File: src/rtl/stable_monitor_pkg.sv
// -----------------------------------------------------------------------------
// stable_monitor_pkg
// Shared types and helpers for the stable_monitor signal-stability checker.
//   run_state_e : per-channel tracking state (UNPRIMED until the first sample)
//   cap_rec_t   : first-violation capture record (widths sized to the largest
//                 supported configuration; users cast down to their widths)
//   sat_add     : saturating add against an explicit ceiling
//   popcount    : number of set bits in a violation vector
// -----------------------------------------------------------------------------
package stable_monitor_pkg;

   typedef enum logic [0:0] {
      UNPRIMED = 1'b0,
      PRIMED   = 1'b1
   } run_state_e;

   // Upper bounds for the fixed-width helpers and capture record.
   localparam int POP_W          = 256;
   localparam int CAP_CHAN_MAX_W = 16;
   localparam int CAP_VAL_MAX_W  = 64;

   typedef struct packed {
      logic                      valid;
      logic [CAP_CHAN_MAX_W-1:0] chan;
      logic [CAP_VAL_MAX_W-1:0]  old_val;
      logic [CAP_VAL_MAX_W-1:0]  new_val;
   } cap_rec_t;

   // a + b clamped to max_val; the 33-bit sum cannot overflow.
   function automatic logic [31:0] sat_add(input logic [31:0] a,
                                           input logic [31:0] b,
                                           input logic [31:0] max_val);
      logic [32:0] sum_s;
      sum_s = {1'b0, a} + {1'b0, b};
      if (sum_s > {1'b0, max_val}) begin
         sat_add = max_val;
      end else begin
         sat_add = sum_s[31:0];
      end
   endfunction

   function automatic logic [31:0] popcount(input logic [POP_W-1:0] v);
      logic [31:0] cnt_s;
      cnt_s = 32'd0;
      for (int i = 0; i < POP_W; i++) begin
         cnt_s = cnt_s + {31'd0, v[i]};
      end
      return cnt_s;
   endfunction

endpackage

File: src/rtl/stable_monitor_chan.sv
// -----------------------------------------------------------------------------
// stable_monitor_chan
// One monitored channel: remembers the previous enabled sample, counts the
// current run length (saturating), and flags a change that ends a run shorter
// than MIN_HOLD. The very first run after reset is exempt because its true
// start is unknown.
// Ports:
//   clk, rst     clock / synchronous active-high reset
//   en           sample enable (0 freezes all tracking state)
//   din          channel value
//   stable_o     registered: last enabled sample equalled the previous one
//   viol_o       registered one-cycle violation pulse
//   viol_now_o   combinational: a violation is being registered this edge
//   prev_o       previous sample (only with STABLE_MONITOR_CAPTURE_EN)
// -----------------------------------------------------------------------------
module stable_monitor_chan
   import stable_monitor_pkg::*;
#(
   parameter int WIDTH    = 1,
   parameter int MIN_HOLD = 2,
   parameter int CNT_W    = 8
) (
   input  logic             clk,
   input  logic             rst,
   input  logic             en,
   input  logic [WIDTH-1:0] din,
   output logic             stable_o,
   output logic             viol_o,
   output logic             viol_now_o
`ifdef STABLE_MONITOR_CAPTURE_EN
   ,
   output logic [WIDTH-1:0] prev_o
`endif
);

   localparam logic [31:0]      RUN_MAX    = 32'((64'd1 << CNT_W) - 64'd1);
   localparam logic [CNT_W-1:0] MIN_HOLD_C = CNT_W'(MIN_HOLD);

   run_state_e       state_r,     state_nxt_s;
   logic [WIDTH-1:0] prev_r,      prev_nxt_s;
   logic [CNT_W-1:0] run_len_r,   run_len_nxt_s;
   logic             first_run_r, first_run_nxt_s;
   logic             stable_r,    stable_nxt_s;
   logic             viol_r,      viol_nxt_s;

   // Next-state and next-output logic for the channel tracker.
   always_comb begin
      state_nxt_s     = state_r;
      prev_nxt_s      = prev_r;
      run_len_nxt_s   = run_len_r;
      first_run_nxt_s = first_run_r;
      stable_nxt_s    = stable_r;
      viol_nxt_s      = 1'b0;
      if (en) begin
         case (state_r)
            UNPRIMED: begin
               prev_nxt_s    = din;
               run_len_nxt_s = CNT_W'(1);
               state_nxt_s   = PRIMED;
               stable_nxt_s  = 1'b0;
            end
            PRIMED: begin
               if (din == prev_r) begin
                  run_len_nxt_s = CNT_W'(sat_add(32'(run_len_r), 32'd1, RUN_MAX));
                  stable_nxt_s  = 1'b1;
               end else begin
                  stable_nxt_s    = 1'b0;
                  viol_nxt_s      = !first_run_r && (run_len_r < MIN_HOLD_C);
                  prev_nxt_s      = din;
                  run_len_nxt_s   = CNT_W'(1);
                  first_run_nxt_s = 1'b0;
               end
            end
            default: begin
               state_nxt_s = UNPRIMED;
            end
         endcase
      end else begin
         viol_nxt_s = 1'b0;
      end
   end

   // Channel state register with synchronous reset.
   always_ff @(posedge clk) begin
      if (rst) begin
         state_r     <= UNPRIMED;
         prev_r      <= '0;
         run_len_r   <= '0;
         first_run_r <= 1'b1;
         stable_r    <= 1'b0;
         viol_r      <= 1'b0;
      end else begin
         state_r     <= state_nxt_s;
         prev_r      <= prev_nxt_s;
         run_len_r   <= run_len_nxt_s;
         first_run_r <= first_run_nxt_s;
         stable_r    <= stable_nxt_s;
         viol_r      <= viol_nxt_s;
      end
   end

   assign stable_o   = stable_r;
   assign viol_o     = viol_r;
   assign viol_now_o = viol_nxt_s;
`ifdef STABLE_MONITOR_CAPTURE_EN
   assign prev_o     = prev_r;
`endif

endmodule

File: src/rtl/stable_monitor.sv
// -----------------------------------------------------------------------------
// stable_monitor
// Multi-channel signal-stability checker. Each channel is tracked by a
// stable_monitor_chan instance; this level aggregates violations into a
// sticky error flag and a saturating violation counter.
// Optional build macro STABLE_MONITOR_CAPTURE_EN adds a first-violation
// capture (lowest-index violating channel, its old and new value).
// Ports:
//   clk, rst       clock / synchronous active-high reset (highest priority)
//   en             sample enable
//   din            CHANNELS*WIDTH values, channel c at [c*WIDTH +: WIDTH]
//   clr_err        synchronous clear of err_sticky_o, viol_cnt_o (and capture)
//   stable_o       per-channel sample-to-sample stability
//   viol_o         per-channel one-cycle violation pulse
//   err_sticky_o   set on any violation until clr_err/rst
//   viol_cnt_o     saturating total violation count
//   cap_valid_o, cap_chan_o, cap_old_o, cap_new_o   (capture build only)
// -----------------------------------------------------------------------------
module stable_monitor
   import stable_monitor_pkg::*;
#(
   parameter int CHANNELS = 2,
   parameter int WIDTH    = 1,
   parameter int MIN_HOLD = 2,
   parameter int CNT_W    = 8,
   localparam int CHAN_IDX_W = (CHANNELS > 1) ? $clog2(CHANNELS) : 1
) (
   input  logic                      clk,
   input  logic                      rst,
   input  logic                      en,
   input  logic [CHANNELS*WIDTH-1:0] din,
   input  logic                      clr_err,
   output logic [CHANNELS-1:0]       stable_o,
   output logic [CHANNELS-1:0]       viol_o,
   output logic                      err_sticky_o,
   output logic [CNT_W-1:0]          viol_cnt_o
`ifdef STABLE_MONITOR_CAPTURE_EN
   ,
   output logic                      cap_valid_o,
   output logic [CHAN_IDX_W-1:0]     cap_chan_o,
   output logic [WIDTH-1:0]          cap_old_o,
   output logic [WIDTH-1:0]          cap_new_o
`endif
);

   localparam logic [31:0] CNT_MAX = 32'((64'd1 << CNT_W) - 64'd1);

   logic [CHANNELS-1:0] viol_now_s;
   logic [CNT_W-1:0]    cnt_r, cnt_nxt_s;
   logic                err_r, err_nxt_s;
`ifdef STABLE_MONITOR_CAPTURE_EN
   logic [CHANNELS*WIDTH-1:0] prev_all_s;
`endif

   for (genvar c = 0; c < CHANNELS; c++) begin : chan_g
      stable_monitor_chan #(
         .WIDTH    (WIDTH),
         .MIN_HOLD (MIN_HOLD),
         .CNT_W    (CNT_W)
      ) u_chan (
         .clk        (clk),
         .rst        (rst),
         .en         (en),
         .din        (din[c*WIDTH +: WIDTH]),
         .stable_o   (stable_o[c]),
         .viol_o     (viol_o[c]),
         .viol_now_o (viol_now_s[c])
`ifdef STABLE_MONITOR_CAPTURE_EN
         ,
         .prev_o     (prev_all_s[c*WIDTH +: WIDTH])
`endif
      );
   end

   // Aggregate this edge's violations; a clear beats a simultaneous violation.
   always_comb begin
      cnt_nxt_s = cnt_r;
      err_nxt_s = err_r;
      if (clr_err) begin
         cnt_nxt_s = '0;
         err_nxt_s = 1'b0;
      end else if (|viol_now_s) begin
         cnt_nxt_s = CNT_W'(sat_add(32'(cnt_r), popcount(POP_W'(viol_now_s)), CNT_MAX));
         err_nxt_s = 1'b1;
      end else begin
         cnt_nxt_s = cnt_r;
         err_nxt_s = err_r;
      end
   end

   // Error flag and violation counter registers.
   always_ff @(posedge clk) begin
      if (rst) begin
         cnt_r <= '0;
         err_r <= 1'b0;
      end else begin
         cnt_r <= cnt_nxt_s;
         err_r <= err_nxt_s;
      end
   end

   assign viol_cnt_o   = cnt_r;
   assign err_sticky_o = err_r;

`ifdef STABLE_MONITOR_CAPTURE_EN
   cap_rec_t cap_r, cap_nxt_s;
   logic     hit_s;
   logic [CAP_CHAN_MAX_W-1:0] idx_s;
   logic [WIDTH-1:0]          old_s, new_s;

   // Pick the lowest-index violating channel; scanning downwards lets the
   // lowest index overwrite the higher ones.
   always_comb begin
      hit_s = 1'b0;
      idx_s = '0;
      old_s = '0;
      new_s = '0;
      for (int c = CHANNELS - 1; c >= 0; c--) begin
         hit_s = hit_s | viol_now_s[c];
         idx_s = viol_now_s[c] ? CAP_CHAN_MAX_W'(c) : idx_s;
         old_s = viol_now_s[c] ? prev_all_s[c*WIDTH +: WIDTH] : old_s;
         new_s = viol_now_s[c] ? din[c*WIDTH +: WIDTH] : new_s;
      end
   end

   // Capture only the first violation since the last rst/clr_err.
   always_comb begin
      cap_nxt_s = cap_r;
      if (clr_err) begin
         cap_nxt_s = '0;
      end else if (!cap_r.valid && hit_s) begin
         cap_nxt_s.valid   = 1'b1;
         cap_nxt_s.chan    = idx_s;
         cap_nxt_s.old_val = CAP_VAL_MAX_W'(old_s);
         cap_nxt_s.new_val = CAP_VAL_MAX_W'(new_s);
      end else begin
         cap_nxt_s = cap_r;
      end
   end

   // Capture record register.
   always_ff @(posedge clk) begin
      if (rst) begin
         cap_r <= '0;
      end else begin
         cap_r <= cap_nxt_s;
      end
   end

   assign cap_valid_o = cap_r.valid;
   assign cap_chan_o  = CHAN_IDX_W'(cap_r.chan);
   assign cap_old_o   = WIDTH'(cap_r.old_val);
   assign cap_new_o   = WIDTH'(cap_r.new_val);
`endif

endmodule
File: config.mk
export PLATFORM = sky130hd
export DESIGN_NAME = stable_monitor
export DESIGN_NICKNAME = d
export VERILOG_FILES = /design/src/rtl/stable_monitor_pkg.sv /design/src/rtl/stable_monitor_chan.sv /design/src/rtl/stable_monitor.sv
export SDC_FILE = /design/constraint.sdc
export NUM_CORES = 1
export LEC_CHECK = 0
export ABC_AREA = 1
export CAP_MARGIN = 20
export CORE_ASPECT_RATIO = 0.7
export CORE_MARGIN = 2
export CORE_UTILIZATION = 57
export DETAILED_ROUTE_END_ITERATION = 7
export GPL_TIMING_DRIVEN = 0
export PLACE_DENSITY = 0.84
export SYNTH_ARGS = -nofsm -noshare
export SYNTH_HDL_FRONTEND = slang
export SYNTH_HIERARCHICAL = 1
export SYNTH_SLANG_ARGS = --single-unit
File: constraint.sdc
create_clock -name clk -period 2.8 [get_ports clk]
set_clock_uncertainty 0.05 [all_clocks]
set_input_delay 0.42 -clock clk [delete_from_list [all_inputs] [get_ports clk]]
set_output_delay 0.42 -clock clk [all_outputs]
set_load 0.005 [all_outputs]
After elaboration in Yosys (flattened, before gate mapping)
Cells that the tools add are included.

operators by class
  $lt $le $gt $ge = 5
  shifts and indexed selects = 0
  $mul = 0
  add/sub/neg operators = 4
  reduce and logical (&&, ||, !) cells = 10
  bitwise operators = 3
  equality and inequality tests = 4
  muxes and demuxes = 21
  div/mod/pow operators = 0

operators by type and width
  operator                                                        number
  two-way mux 8 bit                                               5
  one-hot mux 8 bit (2 select lines)                              2
  greater-than comparator 9 x 8 -> 1 bit (second input constant)  3
  adder 8 x 1 -> 9 bit (second input constant)                    2
  less-than comparator 8 x 2 -> 1 bit (second input constant)     2
  two-way mux 1 bit                                               10
  adder 8 x 2 -> 9 bit                                            1
  one-hot mux 1 bit (2 select lines)                              4
  AND reduction 3 bit                                             2
  != test 2 bit (second input constant)                           2
  AND reduction 2 bit                                             2
  OR reduction 2 bit                                              2
  NOT 1 bit                                                       3
  adder 1 x 1 -> 2 bit                                            1
  == test 1 bit                                                   2
  logical AND 1 bit                                               2
  logical NOT 1 bit                                               2

storage, ports and cells
  input bits = 6
  register bits = 34
  RAM bits = 0
  ROM bits = 0
  output and inout bits = 13
  logic and storage cells = 60
  memories kept = 0
  bits in latches = 0

Longest topological paths before layout
Gate-level depths: netlist (run 1).

  depth after elaboration = 9
  mapped depth = 12

Modules after synthesis
Netlist (run 1), hierarchy kept.

modules (own cells, without submodules)
  module               instances  cells an instance  area each (sq um)
  stable_monitor_chan  2          113                760.7
  stable_monitor       1          79                 526.8

Worst setup path after synthesis (run 1)
OpenSTA, ideal clock, no wires.

  kind = register to register
  start point = reg chan_g[0].u_chan.run_len_r[3]
  end point = reg cnt_r[7] (netlist: viol_cnt_o[7])
  arrival = 1943 ps
  setup slack = 743 ps
  stages on the path, launching flop included = 13
  setup time = 64 ps
  buffers on the path = 1
  cells stage by stage = dfxtp_1 > buf_4 > nor4_1 > nand2_1 > nor2_1 > fa_1 > ha_1 > nand2_2 > nor2_4 > nand3_2 > nand2_1 > nor2_1 > nor2_1

on the way
  longest elaborated chain between the ends = 9
  elaborated cells between the ends (all ways) = 10
  those cells by class = add/sub: 2; order compare: 2; mux: 4; reduce/logical: 2

ends and longest elaborated chain
  element                                  RTL line                   source
  start: declaration                       stable_monitor_chan.sv:41  logic [CNT_W-1:0] run_len_r, run_len_nxt_s;
  start signal: assignment                 stable_monitor_chan.sv:95  run_len_r <= run_len_nxt_s;
  less-than comparator 8 x 2 -> 1 bit (*)  stable_monitor_chan.sv:68  viol_nxt_s = !first_run_r && (run_len_r < MIN_HOLD_C);
  logical AND 1 bit (*)                    stable_monitor_chan.sv:68
  two-way mux 1 bit (*)                    stable_monitor_chan.sv:63  if (din == prev_r) begin
  two-way mux 1 bit (*)                    stable_monitor_chan.sv:55  case (state_r)
  two-way mux 1 bit (*)                    stable_monitor_chan.sv:54  if (en) begin
  net viol_now_s[0]                        stable_monitor.sv:48       logic [CHANNELS-1:0] viol_now_s;
  adder 1 x 1 -> 2 bit                     stable_monitor_pkg.sv:46   cnt_s = cnt_s + {31'd0, v[i]};
  adder 8 x 2 -> 9 bit                     stable_monitor_pkg.sv:34   sum_s = {1'b0, a} + {1'b0, b};
  greater-than comparator 9 x 8 -> 1 bit   stable_monitor_pkg.sv:35   if (sum_s > {1'b0, max_val}) begin
  two-way mux 8 bit                        stable_monitor_pkg.sv:35
  end signal: assignment                   stable_monitor.sv:97       cnt_r <= cnt_nxt_s;
  end: declaration                         stable_monitor.sv:49       logic [CNT_W-1:0] cnt_r, cnt_nxt_s;

Mark *: on every way through the listed nets, which the timed path passes. The rest lies on a longest branch.
A chain may end at the register's enable or synchronous reset.

Final worst setup path (run 1)
  start point = in en
  end point = reg cnt_r[7] (netlist: viol_cnt_o[7])

on the way
  longest elaborated chain between the ends = 5
  elaborated cells between the ends (all ways) = 7
  those cells by class = add/sub: 2; order compare: 1; mux: 3; reduce/logical: 1

ends and longest elaborated chain
  element                                 RTL line                   source
  start: declaration                      stable_monitor.sv:30       input logic en,
  two-way mux 1 bit (*)                   stable_monitor_chan.sv:54
  net viol_now_s[1]                       stable_monitor.sv:48
  adder 1 x 1 -> 2 bit                    stable_monitor_pkg.sv:46
  adder 8 x 2 -> 9 bit                    stable_monitor_pkg.sv:34
  greater-than comparator 9 x 8 -> 1 bit  stable_monitor_pkg.sv:35
  two-way mux 8 bit                       stable_monitor_pkg.sv:35

Marks and branches as above.

==> insert_results.sql, run 1 <==
INSERT INTO impl_metrics (metric_group, metric, value, unit) VALUES
('run_status', 'status', 'finished clean', ''),
('sta', 'timing.final.setup_violations', '0', ''),
('sta', 'final.period_utilization', '0.911', ''),
('global_route', 'antenna_violations_before_repair', '0', ''),
('routing', 'antenna_left', '0', ''),
('worst_setup_path', 'critical_path.max_fanout', '8', ''),
('global_route', 'grt_pass1_vias', '1645', ''),
('worst_hold_path', 'holdCritStartpoint', 'chan_g[0].u_chan/first_run_r', ''),
('yosys', 'syn_avg_cell_area', '6.72', 'um2'),
('flow_run', 'cap_viol_max_count', '0', ''),
('worst_setup_path', 'startpoint_type', 'input port', ''),
('cts', 'cts.clk_slew.worst_paths', '0.07', 'ns'),
('sta', 'finalMaxSlewViolations', '0', ''),
('worst_setup_path', 'worst_path_dominant_cell_family', 'simple AND/OR/NAND/NOR gates', ''),
('sta', 'clock.fmax', '392', 'MHz'),
('floorplanning', 'ios', '19', ''),
('place', 'placedInstanceArea', '2290', 'um2'),
('final_layout', 'final_layout_size_suffix_gt1_frac', '0.121', ''),
('worst_setup_path', 'crit_path_cell_trace', 'clkdlybuf4s50_1 > nand3_1 > nor2_1 > fa_1 > ha_1 > nand2_2 > nor2_4 > nand3_2 > nand2_1 > nor2_1 > nor2_1', ''),
('final_layout', 'post-route-cell-area', '2390', 'um2'),
('yosys', 'synthesized_netlist_net_count', '317', ''),
('place', 'io_buffer_count', '18', ''),
('floorplanning', 'chip_width', '75.6', 'um'),
('cts', 'h_tree_lvls', '2', ''),
('global_route', 'gr-usage-all-layers', '0.243', ''),
('worst_setup_path', 'crit_path_frequent_cell', 'nor2_1', ''),
('sta', 'fin_worst_hold_slack', '0.413', 'ns'),
('worst_hold_path', 'hold_depth', '2', ''),
('worst_setup_path', 'crit_arrival', '2.73', 'ns'),
('sta', 'max-slew-margin-rel', '0.593', ''),
('global_route', 'grt-ovfl-total', '0', ''),
('power_and_ir_drop', 'totalPowerFinal', '1030', 'uW'),
('worst_setup_path', 'regToRegSetupSlack', '0.42', 'ns'),
('floorplanning', 'fp_rows', '18', ''),
('final_layout', 'antenna_fix_cells', '0', ''),
('worst_setup_path', 'worstPathBufferInverterCount', '1', ''),
('cts', 'max-clock-path-buffers', '2', ''),
('global_route', 'grt_pass1_wl', '7380', 'um'),
('yosys', 'synth.distinct_cells', '25', ''),
('power_and_ir_drop', 'cellPowerDensity', '429', 'nW/um2'),
('floorplanning', 'die_outline_area', '4100', 'um2'),
('worst_setup_path', 'r2r-start', 'chan_g[1].u_chan/run_len_r[3]', ''),
('sta', 'post-route-min-period', '2.55', 'ns'),
('worst_setup_path', 'crit_path_end_kind', 'flip-flop', ''),
('cts', 'clock_insertion_delay_at_the_later_pin_of_the_skew_report', '0.29', 'ns'),
('place', 'gp_congestion', '0.882', ''),
('sta', 'timing.final.ws_setup', '0.250', 'ns'),
('yosys', 'netlist_top_cells_area', 'dfxtp_1, nand2_1, inv_1', ''),
('yosys', 'synth_area', '2050', 'um2'),
('place', 'hpwlAfterDp', '3160', 'um'),
('worst_setup_path', 'crit_required', '2.98', 'ns'),
('worst_setup_path', 'reg2regPathDepth', '12', ''),
('routing', 'wl', '4470', 'um'),
('worst_hold_path', 'whs_endpoint', 'chan_g[0].u_chan/first_run_r', ''),
('worst_setup_path', 'criticalPathCategory', 'in2reg', ''),
('global_route', 'grt_start_max_net_pins', '11', ''),
('yosys', 'synth_top_area_frac', '0.342', ''),
('worst_setup_path', 'critPathMaxStageDelay', '0.64', 'ns'),
('cts', 'cts-root-buf', 'clkbuf_8', ''),
('floorplanning', 'initial_core_utilization', '0.587', ''),
('yosys', 'postSynthRegisterBits', '35', ''),
('cts', 'clock_sink_count', '35', ''),
('cts', 'cts-resized-gates', '0', ''),
('sta', 'tightest_slew', '0.607', 'ns'),
('power_and_ir_drop', 'max-vdd-ir-drop', '0.327', 'mV'),
('place', 'detailedPlace.worstSlack', '-0.00739', 'ns'),
('floorplanning', 'die_height', '54.2', 'um'),
('floorplanning', 'core', '3490', 'um2'),
('routing', 'overall_via_count_from_detail_route', '1940', ''),
('yosys', 'yosys_warning_total', '6', ''),
('cts', 'cts_tree', 'done', '');
## through the flow
stage	setup TNS, ns	util	instances
final	0	0.686	380
after global routing	0	0.686	380
after CTS	0	0.686	380
after detailed placement	-0.0147	0.656	373
after global placement	0	0.656	373
after floorplan	0	-	305
## layer usage
| metal | vias up | GRT usage | wire length [um] |
|---|---|---|---|
| met5 | - | 0 | 0 |
| met4 | 0 | 0.0819 | 35 |
| met3 | 5 | 0.0506 | 261 |
| met2 | 47 | 0.362 | 1920 |
| met1 | 861 | 0.349 | 2250 |
| li1 | 1027 | - | - |
## Yosys cell counts (all sizes together)
library cell,instances
fa,1
a21oi,21
nor4,4
clkbuf,4
nand4,6
nor2,36
o21ai,8
nand2,94
dfxtp,35
o21bai,4
inv,41
a31oi,3
buf,5
ha,5
xnor2,2
nor3,4
nand3,32
## flip-flops by register name (all words and copies together), names as in the netlist
register and cells:
chan_g.u_chan/run_len_r 16, chan_g.u_chan/stable_o 2, chan_g.u_chan/first_run_r 2, viol_cnt_o 8, err_sticky_o 1, chan_g.u_chan/viol_o 2
chan_g.u_chan/prev_r 2, chan_g.u_chan/state_r 2
## cells in the final DEF (no fill, tap or decap), types with 2 or more instances in the layout
cell type and instances:
ha_1 5, nand4_1 6, nor3_1 2, nand3_1 29, clkbuf_8 5, nor2_2 4
inv_1 40, buf_4 4, nand2_1 87, nand3_2 3, clkdlybuf4s50_1 18, nor2_4 4
o21bai_1 4, xnor2_1 2, nor2_1 28, nor4_1 4, nor3_2 2, dfxtp_1 35
nand2_2 7, a31oi_1 3, a21oi_2 8, clkbuf_1 5, a21oi_1 13, o21ai_0 8
## cell type report
class                   instances  area [um2]
clock inverters                 1        30.0
well taps                      50        62.6
multi-input cells             220        1140
clock buffers                   6        72.6
inverters                      41         154
repair buffers                 18         180
plain buffers                   9        56.3
fillers                       320        1100
flip-flops and latches         35         701
## cell families after synthesis
family / after synthesis / synth area share
flip-flops: 35 / 0.342
adder cells (fa/ha/maj): 6 / 0.0403
XOR/XNOR: 2 / 0.00855
buffers and inverters: 50 / 0.103
AO/OA/AOI/OAI: 36 / 0.109
AND/OR/NAND/NOR: 176 / 0.397
## worst reg2reg max path: stages (launching register included)
cell and delay, ns:
dfxtp_1 0.31, buf_4 0.16, nor4_1 0.30, nand2_1 0.11
nor2_1 0.30, fa_1 0.29, ha_1 0.22, nand2_2 0.10
nor2_4 0.13, nand3_2 0.14, nand2_1 0.10, nor2_1 0.04
nor2_1 0.08
## report_power, final
part	switching, uW	total [uW]	internal (uW)
combinational	41.7	68.1	26.3
sequential	9.50	517	508
clock	181	442	261
total	232	1030	795
## how the worst max path moves through the flow
stage,depth (start not counted),end,slack (ns),startpoint
after global placement,11,viol_cnt_o[7],0.06,en
after detailed placement,11,viol_cnt_o[3],-0.007,en
after CTS,11,viol_cnt_o[7],0.30,en
final,11,viol_cnt_o[7],0.25,en
after global routing,11,viol_cnt_o[7],0.10,en
after floorplan,12,viol_cnt_o[7],0.74,chan_g[0].u_chan/run_len_r[3]
Note: power is estimated with default switching activity, not from simulation.
==> inputs of run 2 (changes only) <==
--- a/config.mk
+++ b/config.mk
@@ -13,6 +13,7 @@
 export DETAILED_ROUTE_END_ITERATION = 7
 export GPL_TIMING_DRIVEN = 0
 export PLACE_DENSITY = 0.84
+export SKIP_LAST_GASP = 1
 export SYNTH_ARGS = -nofsm -noshare
 export SYNTH_HDL_FRONTEND = slang
 export SYNTH_HIERARCHICAL = 1
==> results of run 2 <==
The final DEF is identical to that of run 1; final timing and power are the same.
==> inputs of run 3 (changes only) <==
--- a/config.mk
+++ b/config.mk
@@ -10,6 +10,7 @@
 export CORE_ASPECT_RATIO = 0.7
 export CORE_MARGIN = 2
 export CORE_UTILIZATION = 57
+export CTS_BUF_LIST = sky130_fd_sc_hd__clkbuf_8 sky130_fd_sc_hd__clkbuf_16
 export DETAILED_ROUTE_END_ITERATION = 7
 export GPL_TIMING_DRIVEN = 0
 export PLACE_DENSITY = 0.84
==> run 3 against run 2 <==
First-iteration DRC count rose by 5.6%. Sequential share of layout area did not move. Register-to-register slack barely moved. Largest power group unchanged. Sequential power barely moved. Cell area did not move. Global-route usage did not move. Count of clock-buffer cells in the layout fell by 1. Critical endpoint unchanged. Critical path depth did not move.
==> insert_results.sql, run 3 (synthesis results as in run 1) <==
INSERT INTO impl_metrics (metric_group, metric, value, unit) VALUES
('run_status', 'status', 'finished clean', ''),
('cts', 'cts-root-buf', 'clkbuf_8', ''),
('place', 'io_buffer_count', '18', ''),
('worst_hold_path', 'hold_path.class', 'reg2reg', ''),
('sta', 'timing.final.setup_violations', '0', ''),
('final_layout', 'syn_to_final_growth', '16.9', '%'),
('worst_setup_path', 'crit_arrival', '2.70', 'ns'),
('sta', 'final_hold_viol_count', '0', ''),
('sta', 'timing.final.ws_setup', '0.274', 'ns'),
('floorplanning', 'die_height', '54.2', 'um'),
('global_route', 'gr-usage-all-layers', '0.243', ''),
('floorplanning', 'core', '3490', 'um2'),
('power_and_ir_drop', 'totalPowerFinal', '1030', 'uW'),
('final_layout', 'final_layout_size_suffix_gt1_frac', '0.121', ''),
('final_layout', 'most_frequent_cells_in_the_layout', 'nand2_1, inv_1, dfxtp_1, nand3_1, nor2_1', ''),
('place', 'gp_congestion', '0.882', ''),
('worst_setup_path', 'startpoint_type', 'input port', ''),
('final_layout', 'post-route-cell-area', '2390', 'um2'),
('cts', 'cts.clk_slew.worst_paths', '0.07', 'ns'),
('routing', 'drt_iter0_markers', '152', ''),
('cts', 'cts-resized-gates', '0', ''),
('floorplanning', 'initial_core_utilization', '0.587', ''),
('routing', 'antenna_left', '0', ''),
('cts', 'hold_buffers', '0', ''),
('worst_hold_path', 'holdCritStartpoint', 'chan_g[0].u_chan/first_run_r', ''),
('final_layout', 'largest_reg_flops', '16', ''),
('worst_setup_path', 'r2r-start', 'chan_g[1].u_chan/run_len_r[3]', ''),
('worst_setup_path', 'criticalPathCategory', 'in2reg', ''),
('cts', 'tritoncts.num_buffers', '5', ''),
('cts', 'h_tree_lvls', '2', ''),
('sta', 'tightest_slew', '0.621', 'ns'),
('cts', 'cts_tree', 'done', ''),
('global_route', 'antenna_violations_before_repair', '0', ''),
('routing', 'drt_pre_antenna_iters', '4', ''),
('routing', 'overall_via_count_from_detail_route', '1929', ''),
('final_layout', 'layout_commonest_cell', 'nand2_1', ''),
('global_route', 'grt-ovfl-total', '0', ''),
('worst_setup_path', 'regToRegSetupSlack', '0.43', 'ns'),
('sta', 'final.period_utilization', '0.902', ''),
('sta', 'max-slew-margin-rel', '0.584', ''),
('routing', 'wire_per_inst', '11.8', 'um'),
('power_and_ir_drop', 'total_leakage_power', '0.000990', 'uW'),
('floorplanning', 'die_outline_area', '4100', 'um2'),
('sta', 'post-route-min-period', '2.53', 'ns'),
('place', 'hpwlAfterDp', '3160', 'um'),
('floorplanning', 'chip_width', '75.6', 'um'),
('power_and_ir_drop', 'max-vdd-ir-drop', '0.327', 'mV'),
('final_layout', 'antenna_fix_cells', '0', ''),
('final_layout', 'nets', '342', ''),
('place', 'detailedPlace.worstSlack', '-0.00739', 'ns'),
('floorplanning', 'fp_rows', '18', ''),
('place', 'placedInstanceArea', '2290', 'um2'),
('worst_hold_path', 'hold_depth', '2', ''),
('cts', 'cts.repair_timing.setup_buffer_count', '0', ''),
('flow_run', 'cap_viol_max_count', '0', ''),
('worst_setup_path', 'crit_path_end_kind', 'flip-flop', ''),
('worst_setup_path', 'crit_required', '2.98', 'ns'),
('worst_setup_path', 'critical_path.max_fanout', '8', ''),
('power_and_ir_drop', 'cellPowerDensity', '429', 'nW/um2'),
('routing', 'post_drt_via_cell_ratio', '5.08', ''),
('final_layout', 'regMostFlops', 'chan_g.u_chan/run_len_r', ''),
('cts', 'clock_insertion_delay_at_the_later_pin_of_the_skew_report', '0.29', 'ns'),
('cts', 'max-clock-path-buffers', '2', ''),
('worst_hold_path', 'whs_endpoint', 'chan_g[0].u_chan/first_run_r', ''),
('worst_setup_path', 'rr_endpoint', 'viol_cnt_o[7]', ''),
('place', 'placed_cells_incl_taps', '373', ''),
('floorplanning', 'ios', '19', ''),
('global_route', 'grt_pass1_wl', '7380', 'um'),
('sta', 'grt_setup_unrepaired', 'no', ''),
('cts', 'clock_sink_count', '35', ''),
('worst_setup_path', 'reg2regPathDepth', '12', ''),
('sta', 'clock.fmax', '396', 'MHz'),
('global_route', 'grt_pass1_vias', '1645', ''),
('routing', 'route.detailed.drc', '0', ''),
('global_route', 'grt_start_max_net_pins', '11', ''),
('routing', 'wl', '4470', 'um'),
('sta', 'finalMaxSlewViolations', '0', ''),
('final_layout', 'post_layout_nonfiller_instances', '380', '');
==> run 3: changes by cell type in the layout (fill, tap and decap cells not counted) <==
cell / change
inv_1: +1
clkbuf_1: -1
==> run 3: how the worst max path moves through the flow <==
stage / from / to / slack, ns / depth (start not counted)
finish: en / viol_cnt_o[7] / 0.27 / 11
global route: en / viol_cnt_o[7] / 0.10 / 11
CTS: en / viol_cnt_o[7] / 0.30 / 11
detailed placement: en / viol_cnt_o[3] / -0.007 / 11
global placement: en / viol_cnt_o[7] / 0.06 / 11
floorplan: chan_g[0].u_chan/run_len_r[3] / viol_cnt_o[7] / 0.74 / 12
==> run 3: final cells by class <==
class / instances / area (um2)
buffer: 9 / 56.3
clock buffer: 5 / 68.8
clock inverter: 2 / 33.8
fill: 320 / 1100
inverter: 41 / 154
multi-input combinational: 220 / 1140
sequential: 35 / 701
tap: 50 / 62.6
timing repair buffer: 18 / 180
==> run 3: layer usage <==
layer	global-route usage	up-vias	routed length [um]	part of all wire
met5	0	-	0	0
met4	0.0819	0	35	0.0078
met3	0.0506	5	246	0.055
met2	0.362	42	1920	0.43
met1	0.349	855	2280	0.51
li1	-	1027	-	-
==> run 3: power breakdown <==
group          switching (uW)  internal (uW)  leakage (uW)
clock                     183            257     0.0000554
sequential               9.49            508      0.000284
combinational            41.8           26.3      0.000651
==> run 3: critical path, stage by stage <==
cell and delay (ns):
clkdlybuf4s50_1 0.63, nand3_1 0.22, nor2_1 0.33, fa_1 0.29
ha_1 0.22, nand2_2 0.10, nor2_4 0.13, nand3_2 0.14
nand2_1 0.10, nor2_1 0.04, nor2_1 0.08
==> run 3: stage by stage <==
step / TNS, ns / utilization / hold slack (ns)
final: 0 / 0.686 / 0.411
after global routing: 0 / 0.686 / 0.447
after CTS: 0 / 0.686 / 0.414
after detailed placement: -0.0147 / 0.656 / 0.401
after global placement: 0 / 0.656 / 0.385
after floorplan: 0 / - / 0.371
==> RTL edit, RTL diff (config.mk and constraints of run 3) <==
Set the parameter `CHANNELS` to 1 (it was 2).
--- a/src/rtl/stable_monitor.sv
+++ b/src/rtl/stable_monitor.sv
@@ -19,7 +19,7 @@
 module stable_monitor
    import stable_monitor_pkg::*;
 #(
-   parameter int CHANNELS = 2,
+   parameter int CHANNELS = 1,
    parameter int WIDTH    = 1,
    parameter int MIN_HOLD = 2,
    parameter int CNT_W    = 8,
Ports: changed (resized din, stable_o and viol_o); port bits go from 19 to 16. No check against the original RTL was run, so the function may have changed too.
==> RTL edit against run 3 <==
  * Setup slack better by 0.21 ns
  * Critical endpoint is now viol_cnt_o[5]$_SDFFE_PP0P_
  * Non-clock buffer count is 7 lower
  * Power is 43% lower
  * Sequential cell count is 13 lower
  * Final cell count is 40% lower
  * Final area is 37% lower
  * Area after synthesis is 39% lower
  * Wire length is 37% lower
==> RTL edit: results (changes against run 3) <==
status: "complete, no violations"
grt_max_degree: 13  # +2
post_cts_resized: 0  # unchanged
yosysWarningCount: 6  # unchanged
gp_congestion: 0.881  # -0.16%
clkLatencyLatePin_ns: 0.27  # -0.02 ns
cts-root-buf: "clkbuf_8"
yosys-top-cells-count: "nand2_1, dfxtp_1, inv_1"
worst_pin_slew_ns: 0.572  # -0.0491 ns
drive_gt1_frac: 0.143  # +0.0216
arrival_ns: 2.48  # -0.22 ns
clk_pin_slew_ns: 0.07  # about the same
async_flop_share: 0  # unchanged
synth.net_count: 186  # -41%
min_path_type: "flip-flop to flip-flop"
worstPathMaxFanout: 5  # -3
clockBufferDepth: 2  # unchanged
viasPerCell: 5.33  # +5.1%
n_fill_cell: 174  # -46%
postCtsSetupBuffers: 0  # unchanged
ys_seq_area_frac: 0.351  # +0.00886
hpwl_mm: 2.14  # -32%
final_nets: 206  # -40%
grt_pass1_vias: 1106  # -33%
wire_per_inst_um: 12.4  # +5.6%
tns_ns: 0  # unchanged
ys_types: 28  # +12%
p_sw_uw: 130  # -45%
power_density_nw_per_um2: 392  # -8.6%
max-vdd-ir-drop_mv: 0.328  # +0.41%
slowest_stage: "clkdlybuf4s50_1"
critPathMaxStageDelay_ns: 0.44  # -0.19 ns
dr.pass1.iters: 4  # unchanged
synth-main-ff-cell: "dfxtp_1"
grt_pass1_wl_mm: 4.89  # -34%
placed_cell_area_um2: 1450  # -37%
drc_errors: 0  # unchanged
synth.area.top_cells: "dfxtp_1, nand2_1, inv_1"
antenna_found_initial: 0  # unchanged
htree_levels: 1  # -1
diodes: 0  # unchanged
numCtsBuffers: 3  # -2
p_leak_uw: 0.000604  # -39%
drt_iter0_drc: 51  # -66%
grt_usage: 0.255  # +0.0126
io_buffers: 15  # -3
[RTL edit: cell types whose count changed after synthesis, sizes merged, moves of 7 or more]
| cell | run 3 | this run |
|---|---|---|
| nor2 | 36 | 20 |
| nand2 | 94 | 53 |
| nand3 | 32 | 15 |
| inv | 41 | 21 |
| dfxtp | 35 | 22 |
| a21oi | 21 | 14 |
[RTL edit: metal layers]
metal	up-vias	GRT usage	wire (µm)
met5	-	0	0
met2	35	0.389	1310
met3	5	0.0640	139
li1	608	-	-
met4	0	0.0533	23
met1	568	0.363	1360
[RTL edit: kinds of logic (layout without fill, tap and decap cells)]
family                     count (synthesis)  count (layout)  share of synthesized area
AOI/OAI and AO/OA                         22              22                      0.105
DFF                                       22              22                      0.351
xor gates and xnor gates                   4               4                     0.0279
adders and majority gates                  4               4                     0.0399
buffers and inverters                     26              45                     0.0897
and+or+nand+nor                           99              99                      0.387
[RTL edit: metrics by stage]
| stage | setup slack, ns | std cells | total power, µW |
|---|---|---|---|
| 6_report | 0.482 | 228 | 588 |
| 5_1_grt | 0.306 | 228 | 604 |
| 4_1_cts | 0.515 | 228 | 590 |
| 3_3_place_gp | 0.437 | 224 | 364 |
| 3_5_place_dp | 0.305 | 224 | 366 |
| 2_1_floorplan | 0.984 | 177 | 351 |
[RTL edit: area by class of cell]
type / count / share of cell area
Buffer: 5 / 0.0225
Clock buffer: 4 / 0.0367
Inverter: 21 / 0.0525
Multi-Input combinational cell: 129 / 0.468
Sequential cell: 22 / 0.294
Tap cell: 32 / 0.0267
Timing Repair Buffer: 15 / 0.100
[RTL edit: power by group through the flow]
stage / Combinational [µW] / Clock (µW) / Sequential (µW)
after global placement: 34.3 / 0 / 329
final: 37.0 / 229 / 322
after global routing: 41.6 / 240 / 323
after CTS: 36.7 / 231 / 322
after detailed placement: 36.3 / 0 / 329
after floorplan: 22.2 / 0 / 329
[RTL edit: worst paths after layout]
path                                               from                                        end  slack (ns)  cells after the start
min           chan_g[0].u_chan/first_run_r$_SDFFE_PP1P_  chan_g[0].u_chan/first_run_r$_SDFFE_PP1P_        0.40                      2
max reg2reg  chan_g[0].u_chan/run_len_r[2]$_SDFFE_PP0P_                 viol_cnt_o[5]$_SDFFE_PP0P_        0.55                     11
max                                                 din                 viol_cnt_o[5]$_SDFFE_PP0P_        0.48                     12
min reg2reg   chan_g[0].u_chan/first_run_r$_SDFFE_PP1P_  chan_g[0].u_chan/first_run_r$_SDFFE_PP1P_        0.40                      2
[RTL edit: worst max-delay path, delay by kind of cell]
kind	cells	cell delay (ns)
buffers and inverters	3	0.59
xor gates and xnor gates	1	0.14
adders and majority gates	1	0.26
and+or+nand+nor	7	1.06
